### config.mk
export PLATFORM = sky130hd
export DESIGN_NAME = spi_bus_ctrl
export DESIGN_NICKNAME = d
export VERILOG_FILES = /design/src/rtl/spi_bus_ctrl.sv
export SDC_FILE = /design/constraint.sdc
export NUM_CORES = 1
export LEC_CHECK = 0
export CORE_MARGIN = 1
export CORE_UTILIZATION = 38
export DETAILED_ROUTE_END_ITERATION = 7
export PLACE_DENSITY = 0.81
export SLEW_MARGIN = 20
export SYNTH_ARGS = -nofsm -noshare
export SYNTH_HDL_FRONTEND = slang
export SYNTH_SLANG_ARGS = --single-unit
### constraint.sdc
create_clock -name CLK -period 5.8 [get_ports CLK]
set_input_delay 1.16 -clock CLK [delete_from_list [all_inputs] [get_ports CLK]]
set_output_delay 1.16 -clock CLK [all_outputs]
set_load 0.01 [all_outputs]
### src/rtl/spi_bus_ctrl.sv
// Purpose: decodes the SPI gateway address onto one of NPORTS byte ports, qualifies strobes, muxes read data.
// Latency: TXD, PORT_RXE/PORT_RXD and BYTE_IDX one cycle after TXE/RXE; PORT_TXE combinational.
// Backpressure: none, the gateway paces bytes; a port idle for TIMEOUT cycles is dropped (STALL).
//
// Ports: CLK/RST (async, active-high); gateway side ADDR, SEL, TXE, RXE, RXD in and TXD out;
// port side PORT_SEL, PORT_RXE, PORT_TXE, PORT_RXD out and PORT_TXD (8 bits per lane) in;
// BYTE_IDX byte position in the transaction; ERR sticky {timeout, unmapped}, cleared by CLR_ERR.
// Optional feature macro: SPI_BUS_CTRL_STATUS_EN adds a read-to-clear status register at STATUS_ADDR.
module spi_bus_ctrl #(
  parameter int         NPORTS      = 4,
  parameter logic [7:0] BASE_ADDR   = 8'h10,
  parameter int         TIMEOUT     = 50000,
  parameter logic [7:0] STATUS_ADDR = 8'hFF
) (
  input  logic                CLK,
  input  logic                RST,
  input  logic [7:0]          ADDR,
  input  logic                SEL,
  input  logic                TXE,
  input  logic                RXE,
  input  logic [7:0]          RXD,
  output logic [7:0]          TXD,
  output logic [NPORTS-1:0]   PORT_SEL,
  output logic [NPORTS-1:0]   PORT_RXE,
  output logic [NPORTS-1:0]   PORT_TXE,
  output logic [7:0]          PORT_RXD,
  input  logic [8*NPORTS-1:0] PORT_TXD,
  output logic [7:0]          BYTE_IDX,
  input  logic                CLR_ERR,
  output logic [1:0]          ERR
);

  localparam int            IW       = (NPORTS > 1) ? $clog2(NPORTS) : 1;
  localparam int            CW       = $clog2(TIMEOUT + 1);
  localparam logic [CW-1:0] CNT_LAST = CW'(TIMEOUT - 1);
  localparam logic [CW-1:0] CNT_MAX  = CW'(TIMEOUT);

  typedef enum logic [1:0] {S_IDLE, S_ACTIVE, S_UNMAPPED, S_STALL} state_t;
  state_t state, state_nxt;

  // Address decode, sampled while SEL is low so it is stable for the whole transaction.
  logic [7:0]        addr_off;
  logic              port_match, stat_match;
  logic              dec_hit, dec_stat;
  logic [IW-1:0]     dec_idx;
  logic [NPORTS-1:0] idx_oh;
  logic [7:0]        lane;
  logic [CW-1:0]     idle_cnt;
  logic              idle_ev, timeout_hit, rx_ok;
  logic [1:0]        err_set, err_clr, err_nxt;

  assign addr_off   = ADDR - BASE_ADDR;
  assign port_match = (int'(addr_off) < NPORTS);
`ifdef SPI_BUS_CTRL_STATUS_EN
  localparam logic [3:0] NP_M1 = 4'(NPORTS - 1);
  logic       stat_rd;
  logic [7:0] stat_byte;
  assign stat_match = (ADDR == STATUS_ADDR);
  assign stat_byte  = {ERR, 2'b00, NP_M1};
`else
  assign stat_match = 1'b0;
`endif

  always_ff @(posedge CLK or posedge RST) begin
    if (RST) begin
      dec_hit  <= 1'b0;
      dec_stat <= 1'b0;
      dec_idx  <= '0;
    end else if (!SEL) begin
      dec_hit  <= port_match | stat_match;
      dec_stat <= stat_match & ~port_match;
      dec_idx  <= addr_off[IW-1:0];
    end
  end

  assign idx_oh = NPORTS'(1) << dec_idx;

  // Read-lane mux; a loop keeps out-of-range indices (status decode) harmless.
  always_comb begin
    lane = 8'hFF;
    for (int i = 0; i < NPORTS; i++) begin
      if (dec_idx == IW'(i)) lane = PORT_TXD[8*i +: 8];
    end
  end

  assign idle_ev     = SEL & ~RXE & ~TXE;
  // Fires on the TIMEOUT-th consecutive idle cycle spent in ACTIVE.
  assign timeout_hit = (state == S_ACTIVE) & idle_ev & (idle_cnt == CNT_LAST);
  assign rx_ok       = RXE & SEL & (state == S_ACTIVE) & ~dec_stat;
  assign PORT_TXE    = (TXE && state == S_ACTIVE && !dec_stat) ? idx_oh : '0;

  always_comb begin
    state_nxt = state;
    err_set   = 2'b00;
    err_clr   = {2{CLR_ERR}};
    if (!SEL) begin
      state_nxt = S_IDLE;
    end else begin
      case (state)
        S_IDLE: begin
          if (dec_hit) begin
            state_nxt = S_ACTIVE;
          end else begin
            state_nxt  = S_UNMAPPED;
            err_set[0] = 1'b1;
          end
        end
        S_ACTIVE: begin
          if (timeout_hit) begin
            state_nxt  = S_STALL;
            err_set[1] = 1'b1;
          end
        end
        default: ;
      endcase
    end
`ifdef SPI_BUS_CTRL_STATUS_EN
    // SEL falling after a status read clears the error bits.
    if (stat_rd && !SEL && state != S_IDLE) err_clr = 2'b11;
`endif
    // A set in the same cycle as a clear wins.
    err_nxt = err_set | (ERR & ~err_clr);
  end

  always_ff @(posedge CLK or posedge RST) begin
    if (RST) begin
      state    <= S_IDLE;
      TXD      <= 8'hFF;
      PORT_SEL <= '0;
      PORT_RXE <= '0;
      PORT_RXD <= 8'h00;
      BYTE_IDX <= 8'h00;
      ERR      <= 2'b00;
      idle_cnt <= '0;
`ifdef SPI_BUS_CTRL_STATUS_EN
      stat_rd  <= 1'b0;
`endif
    end else begin
      state    <= state_nxt;
      ERR      <= err_nxt;
      PORT_SEL <= (state_nxt == S_ACTIVE && !dec_stat) ? idx_oh : '0;
      PORT_RXE <= rx_ok ? idx_oh : '0;
      if (rx_ok) PORT_RXD <= RXD;

      if (!SEL || RXE || TXE) idle_cnt <= '0;
      else if (state == S_ACTIVE && idle_cnt != CNT_MAX) idle_cnt <= idle_cnt + 1'b1;

      if (!SEL) BYTE_IDX <= 8'h00;
      else if (RXE && BYTE_IDX != 8'hFF) BYTE_IDX <= BYTE_IDX + 8'h01;

      if (TXE) begin
        if (state == S_ACTIVE) begin
`ifdef SPI_BUS_CTRL_STATUS_EN
          TXD <= dec_stat ? stat_byte : lane;
`else
          TXD <= lane;
`endif
        end else if (state == S_UNMAPPED || state == S_STALL) begin
          TXD <= 8'hFF;
        end
      end

`ifdef SPI_BUS_CTRL_STATUS_EN
      if (!SEL) stat_rd <= 1'b0;
      else if (TXE && state == S_ACTIVE && dec_stat) stat_rd <= 1'b1;
`endif
    end
  end

endmodule

==> results of run 1 <==
[registers in the layout, indices dropped and copies added, names as in the netlist]
name and flops:
PORT_RXE 4, dec_hit 1, PORT_RXD 8, BYTE_IDX 8
ERR 2, PORT_SEL 4, state 2, dec_idx 2
idle_cnt 16, TXD 8
[layout make-up]
class | instances | area (um^2) | area share (%)
clock buffer | 5 | 68.82 | 1.815
sequential | 55 | 1386 | 36.56
clock inverter | 3 | 27.53 | 0.7258
multi-input combinational | 171 | 1240 | 32.70
inverter | 10 | 38.79 | 1.023
timing repair buffer | 91 | 910.9 | 24.02
tap | 96 | 120.1 | 3.167
[cells by family (layout without fill, tap and decap cells)]
logic type      after synthesis  count (layout)
fa+ha+maj                     3               3
buf+inv                      21             109
compound gates               41              41
xor+xnor                      9               9
simple gates                100             100
flops                        55              55
mux                          18              18
[Yosys cell counts (2+ instances only)]
cell type and number:
mux4_2 8, o22a_1 6, and4_1 4, xnor2_1 4, nand4_1 7, clkbuf_1 8, mux2_2 10, nor2_1 25
nand2_1 17, nor3_1 6, o31ai_1 3, o21ai_0 8, or4_1 5, inv_1 9, buf_1 2, and3_1 2
xor2_1 5, o41ai_1 2, a21oi_1 13, nand2b_1 2, nand3_1 11, or3_1 4, dfstp_2 8, dfrtp_1 47
ha_1 3, nor4_1 4, o211ai_1 2
[power breakdown]
part	internal [mW]	total (mW)	switching (mW)	leakage, nW
sequential	0.392	0.405	0.0131	0.727
clock	0.0898	0.225	0.135	0.0467
combinational	0.0647	0.0984	0.0337	0.723
total	0.547	0.729	0.182	1.50
[worst max path at each step]
stage                              to  startpoint  cells past startpoint  slack, ns
after floorplan           PORT_TXE[0]         TXE                      3       2.94
after global placement    PORT_TXE[0]         TXE                      4       1.80
after detailed placement  PORT_TXE[0]         TXE                      4       1.75
after CTS                 PORT_TXE[0]         TXE                      4       1.74
after global routing      PORT_TXE[0]         TXE                      4       1.68
final                     PORT_TXE[0]         TXE                      4       1.76
[cell usage in the layout, fill, tap and decap left out, types with 4 or more instances in the layout]
master,instances
clkdlybuf4s50_1,91
dfrtp_1,47
nor2_1,25
nand2_1,17
a21oi_1,13
nand3_1,11
mux2_2,10
dfstp_2,8
mux4_2,8
inv_1,8
o21ai_0,8
nand4_1,7
o22a_1,6
nor3_1,6
xor2_1,5
or4_1,5
clkbuf_8,5
and4_1,4
or3_1,4
xnor2_1,4
nor4_1,4
[metal layers]
| layer | wire length (um) | vias to the layer above | track usage [%] |
|---|---|---|---|
| met5 | 0 | - | 0 |
| met3 | 326 | 14 | 4.667 |
| li1 | - | 1085 | - |
| met4 | 112 | 0 | 6.970 |
| met1 | 2745 | 1147 | 23.14 |
| met2 | 3244 | 79 | 31.46 |
[per-stage QoR]
step / total power [mW] / hold slack [ns] / util (%)
final: 0.7288 / 0.5116 / 55.51
after CTS: 0.7358 / 0.5082 / 55.49
after detailed placement: 0.5122 / 0.4707 / 54.08
after global routing: 0.7614 / 0.5351 / 55.51
after global placement: 0.5096 / 0.4816 / 54.08
after floorplan: 0.4532 / 0.4690 / -
==> out/results.txt, run 1 <==
Status: finished, final reports clean
Via/cell ratio: 5.394
Final Hold Viols: 0
Post-CTS resize count: 0
Syn. warnings: 0
CP Cell Sequence: clkdlybuf4s50_1 -> nand2_1 -> nor3_1 -> clkdlybuf4s50_1
Via count: 2325
CP Class: input port to output pin
Clk root buf: clkbuf_8
RSZ-0062 raised after global routing: no
Final Slew Violations: 0
Fillers: 620
H-tree depth: 2
Max incr delay on CP: 0.60 ns
Yosys top cell by area: dfrtp_1
Max Cap Viol: 0
TNS Setup: 0 ns
Peak supply drop: 0.1423 mV
Ports: 92
DRT antenna net count: 0
Cells on worst reg2reg path: 4
Relative slew margins: 37.09%
DR pass1 iterations: 4
Simple-gate share of the synthesized area: 20.76%
Row count: 30
Largest net degree at the start of global routing: 56
Gr usage total: 18.62%
Combinational family with the most area after synthesis: simple AND/OR/NAND/NOR gates
Final instance area: 0.003792 mm^2
Synth Area per Inst: 10.96 um^2
R2R Path End: idle_cnt[13]$_DFFE_PP0P_
Placement Setup Slack: 1.750 ns
RR Startpoint: state[1]$_DFF_PP0_
Diodes inserted: 0
PwrDens: 192.2 mW/mm^2
Pleak: 1.497 nW
Syn-to-layout area delta: 40.13%
Die width: 86.39 um
Initial Utilization: 39.62%
Vias in the first global route: 2336
WL/cell: 14.92 um
Top cell family by delay on the critical path: buffers and inverters
Synth area leaders: dfrtp_1 43%, dfstp_2 7.8%, mux4_2 6.7%
Hold path depth: 1
Slowest CP cell: clkdlybuf4s50_1
Adder-Cell Fraction of Synth Area: 1.387%
Initial antenna violation count: 0
Synth top area share: 43.46%
Placed instance area: 0.003695 mm^2
Flops & latches, synth: 55
Crit Path Max Fanout: 12
Layout cells sized above 1: 12.54%
CP Data Required Time: 4.64 ns
IO buf count: 91
Die area: 0.007463 mm^2
Clock Latency Late Sink: 0.31 ns
Dpl cells: 423
Fin cells: 431
Slew @ Worst Pin: 0.9426 ns
Min Tclk post-route: 4.043 ns
Syn Std Cell Area: 0.002706 mm^2
Critical path arrival: 2.88 ns
Multiplexer area fraction after synthesis: 10.82%
Drt drc: 0
Post-synthesis sequential area ratio: 51.23%
Sink Count: 55
Die Y: 86.39 um
Grt ovf: 0
Hold WC Path Type: flip-flop to flip-flop
Drt first-iter violations: 112
Crit share post-route: 69.70%
WHS Endpoint: ERR[1]$_DFF_PP0_
Synth Flop Type: dfrtp_1
CP dominant cell by count: clkdlybuf4s50_1
Layout Nets: 391
Post-synthesis xor/xnor area fraction: 2.913%
Worst path bufs/invs: 2
Clock-pin slew on the worst setup and hold paths: 0.11 ns
Syn nets: 304
EDFF count, synth: 0
Clk buf depth: 2
Count of final setup violators: 0
Synth async-reset ratio: 100.0%
Clk_skew: 0.009068 ns
Buffer count from post-CTS setup fixing: 0
Hold wc startpoint: ERR[1]$_DFF_PP0_
Core Box Area: 0.006832 mm^2
Number of CTS-inserted buffers: 5
Max Clk Rate: 0.2474 GHz
Worst setup margin: 1.757 ns
Post-CTS Hold Buffers: 0
Critical Path End Type: output pin
Startpoint Class: input port
R2R Setup Slk: 3.73 ns
DRT Wirelength: 6.429 mm
GP Congestion: 0.8081
Post-DP HPWL: 4.686 mm
CTS tree: done
First-pass GRT wire length: 11.02 mm
Compound-Gate Fraction of Synth Area: 9.940%
Post-synth cell types: 49
Mapped Cells: 247
(Power assumes the default switching activity.)
==> inputs of run 2 (changes only) <==
- PLACE_DENSITY: 0.81 -> 0.83
- clock period: 5.8 -> 3.35 ns (I/O delays scaled with it)
==> run 2 against run 1 <==
Effect of this change: sequential power increased by 73%; register-to-register slack got worse by 2.4 ns; via count decreased by 1.6%; first-iteration DRC count decreased by 35%; critical path type unchanged; sequential share of layout area decreased by 0.32 points; final cell count increased by 0.93%; power increased by 76%; clock power increased by 80%; largest power group unchanged; critical path depth increased by 1; hold slack got worse by 0.0086 ns; global-route usage decreased by 0.22 points.
==> out/results.txt, run 2 (synthesis results as in run 1) <==
Diodes inserted: 0
Clock share of power: 31.7%
Max Clk Rate: 0.3411 GHz
Layout cells sized above 1: 13.57%
Status: finished, final reports clean
Number of CTS-inserted buffers: 5
PwrDens: 335.2 mW/mm^2
CTS tree: done
Most frequent cells in the layout: 91 x clkdlybuf4s50_1, 47 x dfrtp_1, 25 x nor2_1, 17 x nand2_1, 13 x a21oi_1
Post-CTS Hold Buffers: 0
Grt ovf: 0
Net Sw Frac: 25.70%
Gr usage total: 18.40%
Die Y: 86.39 um
Drt first-iter violations: 73
Max reg flops: 16
Row count: 30
Hold WC Path Type: flip-flop to flip-flop
WHS: 0.5030 ns
Die width: 86.39 um
Core Box Area: 0.006832 mm^2
RSZ-0062 raised after global routing: no
Clk_skew: 0.008657 ns
Final Hold Viols: 0
Sequential Area: 0.001386 mm^2
DR pass1 iterations: 4
IO buf count: 91
Final Slew Violations: 0
Largest net degree at the start of global routing: 50
CP Data Required Time: 2.68 ns
Combinational power share: 13.6%
TNS Setup: 0 ns
Pleak: 1.521 nW
H-tree depth: 2
Max Cap Viol: 0
Count of final setup violators: 0
Multi-input gate area: 0.001240 mm^2
Clk buf depth: 2
CP dominant cell by count: clkdlybuf4s50_1
DRT Wirelength: 6.425 mm
Drt drc: 0
Via count: 2287
DRT antenna net count: 0
Crit Path Max Fanout: 10
Crit share post-route: 87.51%
Via/cell ratio: 5.257
Startpoint Class: input port
First-pass GRT wire length: 10.71 mm
Initial Utilization: 39.62%
Ports: 92
Layout Nets: 395
Min Tclk post-route: 2.932 ns
WL/cell: 14.77 um
Critical path arrival: 2.26 ns
Fillers: 588
GP Congestion: 0.8505
CP Class: input port to output pin
Vias in the first global route: 2317
Slew @ Worst Pin: 0.8241 ns
Post-DP HPWL: 4.879 mm
Syn-to-layout area delta: 41.38%
Max incr delay on CP: 0.59 ns
Buffer count from post-CTS setup fixing: 0
Clock Latency Late Sink: 0.32 ns
Leading cell type in the layout, fill and taps excluded: clkdlybuf4s50_1
Switching component of the power: 0.3295 mW
Clk root buf: clkbuf_8
Power Internal: 0.9529 mW
Initial antenna violation count: 0
Die area: 0.007463 mm^2
Post-CTS resize count: 0
Peak supply drop: 0.2863 mV
Critical Path End Type: output pin
Relative slew margins: 44.99%
CP Cell Sequence: clkdlybuf4s50_1 -> nand2_1 -> buf_4 -> nor2_1 -> clkdlybuf4s50_1
Sink Count: 55
Sequential share of power: 54.7%
Register bank with the most flops: idle_cnt
Slowest CP cell: clkdlybuf4s50_1
Clock-pin slew on the worst setup and hold paths: 0.11 ns
## run 2: cell type report
class | instances | share of cell area [%]
clock buffer | 5 | 1.799
clock inverter | 3 | 0.8175
inverter | 10 | 1.014
multi-input combinational | 171 | 32.41
sequential | 55 | 36.23
tap | 96 | 3.139
timing repair buffer | 95 | 24.59
## run 2: stage by stage
step	area [um^2]	total power [mW]	setup slack, ns	instances	util, %
global route	3826	1.337	0.2723	435	56.01
global placement	3725	0.8848	0.4472	427	54.52
CTS	3825	1.290	0.4298	435	55.99
detailed placement	3725	0.8901	0.4302	427	54.52
floorplan	2706	0.7846	1.343	247	-
finish	3826	1.282	0.4183	435	56.01
## run 2: final timing paths
path / startpoint / endpoint / slack, ns / cells past startpoint
max in group asynchronous: RST / TXD[4]$_DFFE_PP1P_ / 1.86 / 3
hold / removal: ERR[1]$_DFF_PP0_ / ERR[1]$_DFF_PP0_ / 0.50 / 1
hold reg to reg: ERR[1]$_DFF_PP0_ / ERR[1]$_DFF_PP0_ / 0.50 / 1
min in group asynchronous: RST / idle_cnt[2]$_DFFE_PP0P_ / 0.80 / 2
setup reg to reg: state[1]$_DFF_PP0_ / idle_cnt[15]$_DFFE_PP0P_ / 1.30 / 4
setup / recovery: TXE / PORT_TXE[1] / 0.42 / 5
## run 2: worst max-delay path: cells and delay by family
family                 cells  cell delay [ns]
and+or+nand+nor            2             0.25
buffers and inverters      3             1.34
## run 2: routing by layer
metal / wire length, um / share of wire, % / up-vias / GRT usage [%]
met5: 0 / 0 / - / 0
met4: 112 / 1.7 / 0 / 7.576
met3: 275 / 4.3 / 11 / 4.000
met2: 3291 / 51 / 59 / 31.96
met1: 2745 / 43 / 1125 / 22.21
li1: - / - / 1092 / -
## run 2: power by group through the flow
stage | sequential (mW) | combinational (mW) | clock [mW]
floorplan | 0.707 | 0.0780 | 0
global placement | 0.714 | 0.171 | 0
detailed placement | 0.715 | 0.175 | 0
CTS | 0.702 | 0.176 | 0.411
global route | 0.706 | 0.188 | 0.442
finish | 0.702 | 0.174 | 0.406
==> inputs of run 3 (changes only) <==
- ABC_AREA: unset -> 1
- PLACE_DENSITY: 0.83 -> 0.82
==> run 3 against run 2 <==
Effect of this change: sequential power is 1% lower; global-route usage up 0.21 points; wire length is 15% higher; power decreased by 3.4%; register-to-register slack improved by 0.31 ns; non-clock buffer count is the same; synthesized area is 11% higher; cell area up 7.8%; clock skew decreased by 0.0053 ns; via count up 23%; first-iteration DRC count rose by 96%; largest cell class is now multi-input combinational cells; highest routed layer unchanged.
==> out/results.txt, run 3 <==
Status: finished, final reports clean
Row count: 32
Clock Latency Late Sink: 0.31 ns
Die width: 91.08 um
WL/cell: 12.96 um
Crit Path Max Fanout: 7
Clock-pin slew on the worst setup and hold paths: 0.10 ns
EDFF count, synth: 0
Clk root buf: clkbuf_8
R2R Path End: BYTE_IDX[1]$_DFFE_PP0P_
Leading cell type in the layout, fill and taps excluded: clkdlybuf4s50_1
Pleak: 1.788 nW
Peak supply drop: 0.1599 mV
Core Box Area: 0.007687 mm^2
Hold path depth: 2
Synth Flop Type: dfrtp_1
Most instantiated library cell after synthesis: nand2_1
Syn-to-layout area delta: 36.85%
Min Tclk post-route: 2.807 ns
Largest net degree at the start of global routing: 28
PwrDens: 300.3 mW/mm^2
Synth async-reset ratio: 100.0%
Flops & latches, synth: 55
Grt ovf: 0
Synth Area per Inst: 8.106 um^2
CP Cell Sequence: clkdlybuf4s50_1 -> inv_1 -> nor2_1 -> nand2_1 -> inv_1 -> clkdlybuf4s50_1
RSZ-0062 raised after global routing: no
Initial Utilization: 39.23%
Via count: 2811
DRT Wirelength: 7.411 mm
Critical path arrival: 2.14 ns
Slowest CP cell: clkdlybuf4s50_1
DRT antenna net count: 0
Post-DP HPWL: 5.682 mm
GP Congestion: 0.8689
Drt first-iter violations: 143
Final Hold Viols: 0
IO buf count: 91
Mapped Cells: 372
Post-synthesis sequential area ratio: 45.98%
TNS Setup: 0 ns
Drt drc: 0
Post-CTS Hold Buffers: 0
Overall power: 1.239 mW
Initial antenna violation count: 0
Syn nets: 429
Hold wc startpoint: dec_hit$_DFFE_PP0N_
Slew @ Worst Pin: 0.6842 ns
Die area: 0.008296 mm^2
CP Class: input port to output pin
Sink Count: 55
Gr usage total: 18.61%
Layout Nets: 526
CTS tree: done
Startpoint Class: input port
Syn Std Cell Area: 0.003015 mm^2
Post-synth cell types: 36
Die Y: 91.08 um
Via/cell ratio: 4.914
Synth cell count leaders: 77 x nand2_1, 61 x nor2_1, 47 x dfrtp_1
Most frequent cells in the layout: 91 x clkdlybuf4s50_1, 77 x nand2_1, 61 x nor2_1, 47 x dfrtp_1, 39 x inv_1
Count of final setup violators: 0
Hold WC Path Type: flip-flop to flip-flop
RR Startpoint: BYTE_IDX[0]$_DFFE_PP0P_
Diodes inserted: 0
Max Cap Viol: 0
Register bank with the most flops: idle_cnt
Cells on worst reg2reg path: 5
H-tree depth: 2
Crit share post-route: 83.79%
Final Slew Violations: 0
Ports: 92
Yosys top cell by area: dfrtp_1
Critical Path End Type: output pin
WHS Endpoint: dec_hit$_DFFE_PP0N_
R2R Setup Slk: 1.61 ns
Number of CTS-inserted buffers: 5
CP Data Required Time: 2.68 ns
Max reg flops: 16
DR pass1 iterations: 4
Clk buf depth: 2
Buffer count from post-CTS setup fixing: 0
Synth area leaders: dfrtp_1 39%, nand2_1 9.6%, nor2_1 7.6%
Layout cells sized above 1: 11.49%
Max Clk Rate: 0.3562 GHz
Relative slew margins: 53.90%
Vias in the first global route: 2696
Post-CTS resize count: 0
Syn. warnings: 0
Synth top area share: 39.00%
Max incr delay on CP: 0.53 ns
Clk_skew: 0.003381 ns
First-pass GRT wire length: 12.51 mm
[run 3: changes by cell type in the layout (fill, tap and decap cells not counted), moves of 5 or more]
cell     delta
inv_2       +7
o22a_1      -6
o22ai_1     +6
o21ai_1     +7
or4_1       -5
o21ai_0     +7
nor2_1     +36
inv_1      +31
nand2_1    +60
mux4_2      -8
nand3_1    +15
[run 3: cells by family after synthesis]
kind of cell             after synthesis  synth area share, %
AO/OA/AOI/OAI                         52                9.751
flip-flops                            55                45.98
buffers and inverters                 52                7.261
XOR/XNOR                               6                1.743
multiplexers                           8                2.988
adder cells (fa/ha/maj)                3                1.245
AND/OR/NAND/NOR                      196                31.04
[run 3: layout make-up]
type | instances | area (um^2)
Timing Repair Buffer | 95 | 940.9
Fill cell | 701 | 3561
Clock inverter | 2 | 12.51
Clock buffer | 6 | 72.57
Sequential cell | 55 | 1386
Multi-Input combinational cell | 265 | 1410
Tap cell | 102 | 127.6
Inverter | 47 | 176.4
[run 3: metrics by stage]
step / std cells / util, % / hold slack (ns) / instance area, um^2 / setup WS (ns)
global route: 572 / 53.68 / 0.5388 / 4126 / 0.3594
floorplan: 372 / - / 0.4702 / 3015 / 1.350
global placement: 564 / 52.57 / 0.4897 / 4041 / 0.5239
finish: 572 / 53.68 / 0.5178 / 4126 / 0.5429
CTS: 572 / 53.68 / 0.5129 / 4126 / 0.5359
detailed placement: 564 / 52.57 / 0.4978 / 4041 / 0.5548
[run 3: worst max-delay path by stage]
| stage | startpoint | to | slack [ns] |
|---|---|---|---|
| CTS | TXE | PORT_TXE[3] | 0.54 |
| global placement | TXE | PORT_TXE[3] | 0.52 |
| floorplan | RST | BYTE_IDX[0]$_DFFE_PP0P_ | 1.35 |
| finish | TXE | PORT_TXE[3] | 0.54 |
| global route | TXE | PORT_TXE[3] | 0.36 |
| detailed placement | TXE | PORT_TXE[3] | 0.55 |
[run 3: critical path, delay by kind of cell]
family / cells / cell delay [ns]
buf+inv: 4 / 1.15
simple gates: 2 / 0.31
[run 3: layer usage]
| metal | wire, um | global-route usage (%) | vias up |
|---|---|---|---|
| li1 | - | - | 1411 |
| met1 | 3239 | 23.33 | 1322 |
| met2 | 3790 | 32.32 | 65 |
| met3 | 248 | 3.099 | 13 |
| met4 | 133 | 6.481 | 0 |
| met5 | 0 | 0 | - |
[run 3: power breakdown]
part	total (mW)	switching, mW	internal, mW	leakage (nW)
combinational	0.179	0.0808	0.0983	1.02
sequential	0.692	0.0133	0.678	0.729
clock	0.368	0.221	0.147	0.0412
